File: src/rtl/seq_det_pkg.sv
// seq_det_pkg: shared constants and helpers for the programmable sequence detector.
package seq_det_pkg;

    localparam logic [7:0] DEF_PAT_C = 8'b0000_1001;
    localparam int         DEF_LEN_C = 4;

    function automatic int fill_w(input int max_len);
        return $clog2(max_len + 1);
    endfunction

    function automatic int clamp_len(input int len, input int max_len);
        return (len < 1) ? 1 : (len > max_len) ? max_len : len;
    endfunction

endpackage

File: src/rtl/sat_counter.sv
// sat_counter: up counter that sticks at all-ones; clear beats increment.
module sat_counter #(
    parameter int W = 8
) (
    input  logic         clk,
    input  logic         rst_n,
    input  logic         inc,
    input  logic         clr,
    output logic [W-1:0] q,
    output logic         sat
);

    logic [W-1:0] q_q, q_d;

    assign sat = &q_q;
    assign q   = q_q;

    always_comb q_d = clr ? '0 : (inc && !sat) ? q_q + W'(1) : q_q;

    always_ff @(posedge clk) begin
        if (!rst_n) q_q <= '0;
        else        q_q <= q_d;
    end

endmodule

File: src/rtl/seq_detector_param.sv
// seq_detector_param: runtime-loadable serial pattern detector with overlap
// and Mealy/Moore selection plus a saturating match counter.
module seq_detector_param
    import seq_det_pkg::*;
#(
    parameter int                 MAX_LEN = 8,
    parameter int                 CNT_W   = 8,
    parameter logic [MAX_LEN-1:0] DEF_PAT = MAX_LEN'(DEF_PAT_C),
    parameter int                 DEF_LEN = DEF_LEN_C
) (
    input  logic                          clk,
    input  logic                          rst_n,
    input  logic                          load,
    input  logic [MAX_LEN-1:0]            pat_in,
    input  logic [fill_w(MAX_LEN)-1:0]    len_in,
    input  logic                          overlap_en,
    input  logic                          mealy_mode,
    input  logic                          clr,
    input  logic                          valid,
    input  logic                          j,
    output logic                          w,
    output logic [CNT_W-1:0]              match_cnt,
    output logic                          cnt_sat
);

    localparam int LW = fill_w(MAX_LEN);

    logic [MAX_LEN-1:0] pat_q, pat_d;
    logic [LW-1:0]      len_q, len_d;
    logic               ovl_q, ovl_d;
    logic               mealy_q, mealy_d;
    logic [MAX_LEN-2:0] hist_q, hist_d;
    logic [LW-1:0]      fill_q, fill_d;
    logic               w_q, w_d;
    logic [MAX_LEN-1:0] win, mask;
    logic               hit, m;

    // Window of the newest MAX_LEN bits with the current bit as LSB; only the low len bits count.
    assign win  = {hist_q, j};
    assign mask = {MAX_LEN{1'b1}} >> (MAX_LEN - int'(len_q));
    assign hit  = ((win ^ pat_q) & mask) == '0;
    assign m    = rst_n && !load && valid && (int'(fill_q) >= int'(len_q) - 1) && hit;
    assign w    = mealy_q ? m : w_q;

    always_comb begin
        pat_d   = pat_q;
        len_d   = len_q;
        ovl_d   = ovl_q;
        mealy_d = mealy_q;
        hist_d  = hist_q;
        fill_d  = fill_q;
        w_d     = m;
        if (load) begin
            pat_d   = pat_in;
            len_d   = LW'(clamp_len(int'(len_in), MAX_LEN));
            ovl_d   = overlap_en;
            mealy_d = mealy_mode;
            hist_d  = '0;
            fill_d  = '0;
            w_d     = 1'b0;
        end else if (valid) begin
            hist_d = win[MAX_LEN-2:0];
            fill_d = (m && !ovl_q) ? '0 : (fill_q == LW'(MAX_LEN)) ? fill_q : fill_q + LW'(1);
        end
    end

    always_ff @(posedge clk) begin
        if (!rst_n) begin
            pat_q   <= DEF_PAT;
            len_q   <= LW'(DEF_LEN);
            ovl_q   <= 1'b1;
            mealy_q <= 1'b1;
            hist_q  <= '0;
            fill_q  <= '0;
            w_q     <= 1'b0;
        end else begin
            pat_q   <= pat_d;
            len_q   <= len_d;
            ovl_q   <= ovl_d;
            mealy_q <= mealy_d;
            hist_q  <= hist_d;
            fill_q  <= fill_d;
            w_q     <= w_d;
        end
    end

    sat_counter #(.W(CNT_W)) u_cnt (
        .clk  (clk),
        .rst_n(rst_n),
        .inc  (m),
        .clr  (clr),
        .q    (match_cnt),
        .sat  (cnt_sat)
    );

endmodule

File: config.mk
export PLATFORM = sky130hd
export DESIGN_NAME = seq_detector_param
export DESIGN_NICKNAME = d
export VERILOG_FILES = /design/src/rtl/seq_det_pkg.sv /design/src/rtl/sat_counter.sv /design/src/rtl/seq_detector_param.sv
export SDC_FILE = /design/constraint.sdc
export NUM_CORES = 1
export LEC_CHECK = 0
export BUFFER_PORTS_ARGS = -buffer_cell sky130_fd_sc_hd__buf_4
export CAP_MARGIN = 20
export CORE_MARGIN = 2
export CORE_UTILIZATION = 45
export CTS_BUF_LIST = sky130_fd_sc_hd__clkbuf_8 sky130_fd_sc_hd__clkbuf_16
export CTS_CLUSTER_SIZE = 20
export DETAILED_ROUTE_END_ITERATION = 7
export PLACE_DENSITY = 0.76
export SLEW_MARGIN = 15
export SYNTH_ARGS = -nofsm -noshare
export SYNTH_HDL_FRONTEND = slang
export SYNTH_SLANG_ARGS = --single-unit
File: constraint.sdc
create_clock -name clk -period 5.21 [get_ports clk]
set_input_delay 0.2605 -clock clk [delete_from_list [all_inputs] [get_ports clk]]
set_output_delay 0.2605 -clock clk [all_outputs]
set_load 0.1 [all_outputs]
==> results.json, run 1 <==
{
  "use_met1_pct": 21.9,
  "drive_gt1_share_pct": 19.0,
  "setup.worst_path.start_class": "register",
  "die_h_um": 67.2,
  "setup_viol": 0,
  "antenna_found_initial": 0,
  "dp_hpwl_mm": 2.71,
  "fin_skew_ns": 0.00255,
  "rsz0062_at_grt": "false",
  "io_pins": 30,
  "cts_resized": 0,
  "use_met2_pct": 29.0,
  "clock_latency_ns": 0.29,
  "fin_setup_tns_ns": 0,
  "fmax_mhz": 311,
  "clkTransAtPathRegs_ns": 0.07,
  "crit_start": "len_q[0]",
  "ant_nets": 0,
  "yosysWarningCount": 0,
  "syn_area_per_cell_um2": 9.07,
  "synth_top_family_by_area": "simple AND/OR/NAND/NOR gates",
  "synth_compound_area_share_pct": 14.1,
  "synth_edf_count": 0,
  "use_met3_pct": 4.67,
  "slew_headroom_pct": 72.3,
  "hold_depth": 3,
  "worstReg2RegStart": "len_q[0]",
  "ff2ff_path_depth": 9,
  "grt_max_degree": 19,
  "rows": 22,
  "top_usage_layer": "met2",
  "rrSetupSlack_ns": 2.44,
  "holdBufCountCts": 0,
  "synth_mux_area_share_pct": 12.3,
  "hold_path_class": "in -> reg",
  "hold_viol_final": 0,
  "final.fill_count": 356,
  "grt_pass1_wl_mm": 5.96,
  "rr_endpoint": "u_cnt.q[6]",
  "vias": 1482,
  "grt_overflow": 0,
  "cap_violations": 0,
  "vias_per_cell": 5.41,
  "synthSimpleGateAreaFrac_pct": 20.5,
  "yosys_register_bits": 34,
  "synthesis.nets": 226,
  "final_cells": 274,
  "dr.first_iter.drc_count": 108,
  "dp_cells": 266,
  "diodes": 0,
  "clockBufferDepth": 2,
  "grt_pass1_vias": 1362,
  "synth_seq_area_share_pct": 37.9,
  "synth-adder-area-share_pct": 5.57,
  "drv_slew": 0,
  "ys.flop_type": "dfxtp_1",
  "dr.pass1.iters": 4,
  "worstMarginPinSlew_ns": 0.415,
  "yosys.area_share.xor_xnor_pct": 5.85,
  "place.gp.congestion": 0.875,
  "dieWidth_um": 67.2,
  "root_buffer": "clkbuf_8",
  "numClockSinks": 34,
  "worstHoldStart": "pat_in[3]",
  "wl_per_cell_um": 13.2,
  "worst_ir_drop_vdd_mv": 0.202,
  "final.period_utilization_pct": 61.8,
  "initial_core_util_pct": 48.0,
  "htree_levels": 2,
  "status": "completed",
  "core_area_um2": 3740,
  "dieArea_um2": 4510,
  "syn_to_final_growth_pct": 21.3,
  "cp.required_ns": 4.95,
  "layout.nets": 253,
  "holdPathEnd": "pat_q[3]",
  "arrival_ns": 2.96,
  "synthCells": 198,
  "path_max_fanout": 16,
  "numPortBuffers": 29,
  "cp-end-kind": "primary output",
  "cts_buffers": 5,
  "cts_tree": "built",
  "drc": 0,
  "p_leak_nw": 0.896,
  "cts_setup_buffers": 0,
  "grtUsageTotal_pct": 17.5,
  "wl_mm": 3.62,
  "synth_area_um2": 1800,
  "worstSetupPathType": "reg -> out",
  "power_density_nw_per_um2": 296,
  "layout_min_cycle_time_ns": 3.22,
  "async_flop_share_pct": 0,
  "ys_types": 41,
  "post-route-util_pct": 58.2
}
-- flip-flops by register name (all words and copies together) (netlist names) --
| signal | cells |
|---|---|
| fill_q | 4 |
| pat_q | 8 |
| u_cnt.q | 8 |
| w_q | 1 |
| len_q | 4 |
| mealy_q | 1 |
| ovl_q | 1 |
| hist_q | 7 |
-- cells in the mapped netlist (2+ instances only) --
master | instances | area share [%]
xor2_1 | 4 | 1.9
a211oi_1 | 3 | 1.3
nand4_1 | 3 | 1.0
o31ai_1 | 4 | 1.7
nand2_1 | 12 | 2.5
clkbuf_1 | 3 | 0.63
xnor2_1 | 8 | 3.9
o211ai_1 | 2 | 0.84
nor2_1 | 13 | 2.7
buf_2 | 3 | 0.84
ha_1 | 8 | 5.6
or3_1 | 4 | 1.4
nand2b_1 | 6 | 2.1
or4_1 | 3 | 1.3
mux2i_1 | 21 | 12
nor2b_1 | 9 | 3.1
nand3_1 | 5 | 1.4
a21oi_1 | 13 | 3.6
o221ai_1 | 2 | 0.98
and3_1 | 2 | 0.70
buf_1 | 3 | 0.63
dfxtp_1 | 34 | 38
o21ai_0 | 8 | 2.2
inv_1 | 8 | 1.7
-- worst max path at each step --
stage	to
CTS	w
global placement	w
finish	w
detailed placement	w
global route	w
floorplan	u_cnt.q[1]
-- critical path, stage by stage (launching register included) --
cell and delay [ns]:
dfxtp_1 0.48, inv_1 0.13, ha_1 0.29, xnor2_1 0.17, ha_1 0.30, o2111ai_1 0.10
o21ai_0 0.21, nand4_2 0.32, inv_1 0.22, mux2_2 0.17, buf_4 0.28
-- final cells by class --
type	count	area, µm²	area share [%]
Multi-Input combinational cell	147	1050	48.1
Sequential cell	34	681	31.2
Timing Repair Buffer	29	218	9.99
Clock buffer	6	82.6	3.79
Clock inverter	2	60.1	2.76
Tap cell	48	60.1	2.76
Inverter	8	30.0	1.38
-- cell usage in the layout, fill, tap and decap left out, types with 3 or more instances in the layout --
cell type	count
a211oi_1	3
a21oi_1	13
buf_4	29
clkbuf_8	6
dfxtp_1	34
ha_1	8
inv_1	8
mux2i_1	21
nand2_1	12
nand2b_1	6
nand3_1	5
nand4_1	3
nor2_1	13
nor2b_1	9
o21ai_0	8
o31ai_1	4
or3_1	4
or4_1	3
xnor2_1	8
xor2_1	4
-- metal layers --
layer  part of all wire, %  routed length [µm]  vias up
met1                    45                1620      690
met5                     0                   0        -
met4                   1.5                  55        0
met2                    50                1800       27
li1                      -                   -      760
met3                   3.8                 136        5
-- report_power, final --
group          internal (mW)  total (mW)  switching [mW]
Combinational         0.0353      0.0687          0.0335
Sequential             0.267       0.276         0.00867
Clock                  0.204       0.301          0.0966
-- stage by stage --
step | total power [mW] | hold slack [ns] | cell area, µm² | worst slack (ns)
2_1_floorplan | 0.328 | 0.389 | 1800 | 2.14
3_3_place_gp | 0.349 | 0.472 | 2040 | 2.39
3_5_place_dp | 0.351 | 0.478 | 2040 | 2.32
4_1_cts | 0.651 | 0.182 | 2180 | 1.98
5_1_grt | 0.671 | 0.193 | 2180 | 1.67
6_report | 0.645 | 0.189 | 2180 | 1.99
-- cells by family after synthesis --
group	after synthesis
buffers and inverters	17
muxes	22
xor gates and xnor gates	12
adders and majority gates	8
and+or+nand+nor	66
AOI/OAI and AO/OA	39
DFF	34
Power figures use the tool's default switching activity.
==> inputs of run 2 (changes only) <==
--- a/config.mk
+++ b/config.mk
@@ -12,7 +12,7 @@
 export CTS_BUF_LIST = sky130_fd_sc_hd__clkbuf_8 sky130_fd_sc_hd__clkbuf_16
 export CTS_CLUSTER_SIZE = 20
 export DETAILED_ROUTE_END_ITERATION = 7
-export PLACE_DENSITY = 0.76
+export PLACE_DENSITY = 0.79
 export SLEW_MARGIN = 15
 export SYNTH_ARGS = -nofsm -noshare
 export SYNTH_HDL_FRONTEND = slang
==> constraint.sdc (replaced) <==
create_clock -name clk -period 2.7 [get_ports clk]
set_input_delay 0.135 -clock clk [delete_from_list [all_inputs] [get_ports clk]]
set_output_delay 0.135 -clock clk [all_outputs]
set_load 0.1 [all_outputs]
==> run 2 against run 1 <==
Wire length up 2.8%. Combinational power grew 120%. Core utilization grew 0.30 points. Critical path depth fell by 1. Cell count up 1.5%. First-iteration DRC count decreased by 23%. Largest power group is now sequential cells.
==> results.json, run 2 (same netlist as run 1, synthesis figures left out) <==
{
  "status": "completed",
  "cp.required_ns": 2.57,
  "numClockSinks": 34,
  "io_pins": 30,
  "layout_common_cells": "dfxtp_1, buf_4, mux2i_1, a21oi_1, nor2_1",
  "clockBufferDepth": 2,
  "finalPower_mw": 1.05,
  "rows": 22,
  "crit_start": "len_q[0]",
  "layout.nets": 257,
  "path_max_fanout": 6,
  "wl_per_cell_um": 13.4,
  "cts_buffers": 5,
  "ff2ff_path_depth": 10,
  "syn_to_final_growth_pct": 21.9,
  "worstMarginPinSlew_ns": 0.394,
  "setup.worst_path.start_class": "register",
  "dieArea_um2": 4510,
  "post-route-util_pct": 58.5,
  "final_common_cell": "dfxtp_1",
  "htree_levels": 2,
  "arrival_ns": 2.43,
  "dieWidth_um": 67.2,
  "grt_overflow": 0,
  "setup_viol": 0,
  "fin_skew_ns": 0.00698,
  "grt_pass1_wl_mm": 6.13,
  "final.period_utilization_pct": 95.1,
  "hold_path_class": "in -> reg",
  "initial_core_util_pct": 48.0,
  "dp_hpwl_mm": 2.69,
  "wl_mm": 3.72,
  "layout_min_cycle_time_ns": 2.57,
  "die_h_um": 67.2,
  "drive_gt1_share_pct": 22.2,
  "drv_slew": 0,
  "fin_setup_tns_ns": 0,
  "multi_input_area_um2": 1080,
  "grt_max_degree": 19,
  "hold_viol_final": 0,
  "clkTransAtPathRegs_ns": 0.07,
  "hold_depth": 3,
  "p_leak_nw": 0.906,
  "cts_tree": "built",
  "worstReg2RegStart": "len_q[0]",
  "power_density_nw_per_um2": 481,
  "root_buffer": "clkbuf_8",
  "cap_violations": 0,
  "core_area_um2": 3740,
  "worst_ir_drop_vdd_mv": 0.419,
  "final.fill_count": 338,
  "fmax_mhz": 389,
  "worstSetupPathType": "reg -> out",
  "grtUsageTotal_pct": 17.9,
  "clock_latency_ns": 0.28,
  "place.gp.congestion": 0.836,
  "seq_area_um2": 682,
  "grt_pass1_vias": 1397,
  "vias_per_cell": 5.44,
  "slew_headroom_pct": 73.5,
  "diodes": 0,
  "numPortBuffers": 29,
  "holdBufCountCts": 0,
  "drc": 0,
  "dr.pass1.iters": 4,
  "rsz0062_at_grt": "false",
  "dr.first_iter.drc_count": 83,
  "antenna_found_initial": 0,
  "worstHoldStart": "pat_in[0]",
  "cp-end-kind": "primary output",
  "ant_nets": 0,
  "vias": 1511
}
==> run 2: final cells by class <==
type                       instances  area share (%)
inverter                           8            1.37
clock buffer                       6            3.77
multi-input combinational        147            49.1
clock inverter                     2           0.400
tap                               48            2.74
sequential                        34            31.1
timing repair buffer              33            11.5
==> run 2: final timing paths <==
path,slack (ns),end
max,0.13,w
min,0.07,pat_q[0]
max reg2reg,0.21,u_cnt.q[4]
min reg2reg,0.49,mealy_q
==> run 2: critical path: stages, from the launching register on <==
cell and delay, ns:
dfxtp_1 0.39, inv_1 0.10, ha_2 0.33, or2_2 0.30, o31ai_1 0.21, o211ai_1 0.18
nand4_4 0.14, inv_1 0.06, mux2_2 0.27, buf_6 0.19
==> run 2: timing repair <==
action	in CTS	in global routing
resized for setup	3	5
endpoints found under the setup margin	1	3
pin swaps	1	0
setup buffers	1	0
cloned	0	0
==> run 2: layer usage <==
layer  up-vias  global-route usage [%]  routed length [µm]
met2        29                    28.5                1830
met3         6                    3.83                 134
met5         -                       0                   0
li1        766                       -                   -
met1       710                    23.2                1700
met4         0                    8.42                  55
==> run 2: stage by stage <==
| step | instances | setup WS [ns] | hold WS (ns) | cell area, µm² |
|---|---|---|---|---|
| 2_1_floorplan | 198 | 0.145 | 0.263 | 1800 |
| 3_3_place_gp | 269 | 0.150 | 0.352 | 2060 |
| 3_5_place_dp | 269 | 0.0775 | 0.362 | 2060 |
| 4_1_cts | 278 | 0.0122 | 0.0643 | 2170 |
| 5_1_grt | 278 | 0.0369 | 0.0868 | 2190 |
| 6_report | 278 | 0.132 | 0.0695 | 2190 |
==> run 2: report_power, final <==
part | internal, mW | switching, mW | total (mW)
logic | 0.0734 | 0.0744 | 0.148
clock network | 0.202 | 0.175 | 0.377
registers | 0.516 | 0.0140 | 0.530
total | 0.791 | 0.263 | 1.05
==> inputs of run 3 (changes only) <==
--- a/config.mk
+++ b/config.mk
@@ -5,6 +5,7 @@
 export SDC_FILE = /design/constraint.sdc
 export NUM_CORES = 1
 export LEC_CHECK = 0
+export ABC_AREA = 0
 export BUFFER_PORTS_ARGS = -buffer_cell sky130_fd_sc_hd__buf_4
 export CAP_MARGIN = 20
 export CORE_MARGIN = 2
@@ -12,7 +13,9 @@
 export CTS_BUF_LIST = sky130_fd_sc_hd__clkbuf_8 sky130_fd_sc_hd__clkbuf_16
 export CTS_CLUSTER_SIZE = 20
 export DETAILED_ROUTE_END_ITERATION = 7
+export GPL_TIMING_DRIVEN = 0
 export PLACE_DENSITY = 0.79
+export REMOVE_ABC_BUFFERS = 1
 export SLEW_MARGIN = 15
 export SYNTH_ARGS = -nofsm -noshare
 export SYNTH_HDL_FRONTEND = slang
==> run 3 against run 2 <==
Total power decreased by 2.1%. Worst setup slack better by 0.031 ns. Via count down 3.6%. Critical path depth unchanged. Clock skew hardly changed. Final area is 1.7% lower. Cell count fell by 1.8%. Register-to-register slack about the same. Sequential power about the same. First-iteration DRC count increased by 2.4%. Sequential share of layout area grew 0.70 points.
==> results.json, run 3 (same netlist as run 1, synthesis figures left out) <==
{
  "m1WireLength_mm": 1.64,
  "power_density_nw_per_um2": 479,
  "p_switching_uw": 250,
  "final_cell_area_um2": 2150,
  "antenna_found_initial": 0,
  "ant_nets": 0,
  "dp_cells": 266,
  "layout.nets": 254,
  "fmax_mhz": 394,
  "wl_met2_mm": 1.59,
  "dp_hpwl_mm": 2.46,
  "cp.required_ns": 2.57,
  "grt_max_degree": 19,
  "layout_common_cells": "dfxtp_1, buf_4, mux2i_1, a21oi_1, nor2_1",
  "final.fill_count": 365,
  "grt_overflow": 0,
  "vias_per_cell": 5.34,
  "rsz0062_at_grt": "false",
  "cts_buffers": 5,
  "place.gp.congestion": 0.817,
  "post_dp_cell_area_um2": 2040,
  "share_clk_of_total_power_pct": 35.3,
  "dr.pass1.iters": 4,
  "holdBufCountCts": 0,
  "cp-end-kind": "primary output",
  "numPortBuffers": 29,
  "clockBufferDepth": 2,
  "power_frac_seq_pct": 51.5,
  "clkTransAtPathRegs_ns": 0.06,
  "final_cells": 273,
  "setup_viol": 0,
  "drc": 0,
  "worst_ir_drop_vdd_mv": 0.402,
  "worstMarginPinSlew_ns": 0.450,
  "cap_violations": 0,
  "sw_frac_of_total_pct": 24.2,
  "rows": 22,
  "setup.worst_path.start_class": "register",
  "wl_per_cell_um": 12.6,
  "grt_pass1_wl_mm": 5.66,
  "numClockSinks": 34,
  "pwr-share-comb_pct": 13.2,
  "syn_to_final_growth_pct": 19.9,
  "htree_levels": 2,
  "status": "completed",
  "grtUsageTotal_pct": 16.8,
  "cts_tree": "built",
  "fin_skew_ns": 0.00666,
  "wl_mm": 3.44,
  "dr.first_iter.drc_count": 85,
  "hold_viol_final": 0,
  "drv_slew": 0,
  "io_pins": 30,
  "dieWidth_um": 67.2,
  "arrival_ns": 2.40,
  "core_area_um2": 3740,
  "clock_latency_ns": 0.28,
  "dieArea_um2": 4510,
  "layout_min_cycle_time_ns": 2.54,
  "worstSetupPathType": "reg -> out",
  "internal-power_uw": 783,
  "vias": 1457,
  "dr.max_layer_used": "met4",
  "slew_headroom_pct": 69.7,
  "path_max_fanout": 8,
  "diodes": 0,
  "drive_gt1_share_pct": 20.9,
  "p_leak_nw": 0.880,
  "die_h_um": 67.2,
  "final_common_cell": "dfxtp_1",
  "root_buffer": "clkbuf_8",
  "final.period_utilization_pct": 93.9,
  "hold_path_class": "in -> reg",
  "dr_wl_met3_um": 139,
  "grt_pass1_vias": 1254,
  "initial_core_util_pct": 48.0
}
## run 3: cell type report
cell class | instances | area, µm² | share of cell area, %
Multi-Input combinational cell | 147 | 1060 | 49.4
Sequential cell | 34 | 686 | 31.8
Clock buffer | 6 | 82.6 | 3.83
Tap cell | 48 | 60.1 | 2.79
Inverter | 8 | 30.0 | 1.39
Timing Repair Buffer | 30 | 233 | 10.8
## run 3: timing repair
item                                    CTS  global route
endpoints found under the setup margin   11             6
pin swaps                                 1             0
buffers inserted                          1             0
resized for setup                         4             5
## run 3: layer usage
layer / vias up / track usage (%)
met1: 661 / 22.2
met3: 8 / 4.67
met5: - / 0
met2: 30 / 24.9
li1: 758 / -
met4: 0 / 8.67
## run 3: critical path, cell delays in order (launching register included)
cell and delay, ns:
dfxtp_4 0.39, inv_1 0.09, ha_2 0.33, or2_2 0.31, o31ai_2 0.17, o211ai_1 0.13
nand4_2 0.14, inv_1 0.10, mux2_2 0.29, buf_8 0.18
## run 3: final timing paths
path	start	endpoint	slack, ns	depth (start not counted)
setup / recovery	len_q[0]	w	0.16	9
hold / removal	overlap_en	ovl_q	0.07	3
setup reg to reg	len_q[0]	u_cnt.q[4]	0.21	10
hold reg to reg	mealy_q	mealy_q	0.50	2
## run 3: power by group through the flow
stage | combinational [mW] | clock, mW | sequential (mW)
after CTS | 0.132 | 0.376 | 0.532
after global placement | 0.128 | 0 | 0.543
after floorplan | 0.0829 | 0 | 0.540
after global routing | 0.150 | 0.396 | 0.534
after detailed placement | 0.131 | 0 | 0.543
final | 0.136 | 0.365 | 0.532
## run 3: stage by stage
stage                     power [mW]  util, %  hold WS (ns)  setup slack, ns  setup TNS, ns
after detailed placement       0.675     54.4         0.359           -0.198         -0.948
after global routing            1.08     57.6        0.0723           0.0282              0
after floorplan                0.623        -         0.197          -0.0907         -0.126
final                           1.03     57.6        0.0700            0.163              0
after global placement         0.671     54.4         0.349           -0.132         -0.358
after CTS                       1.04     57.0        0.0631           0.0145              0
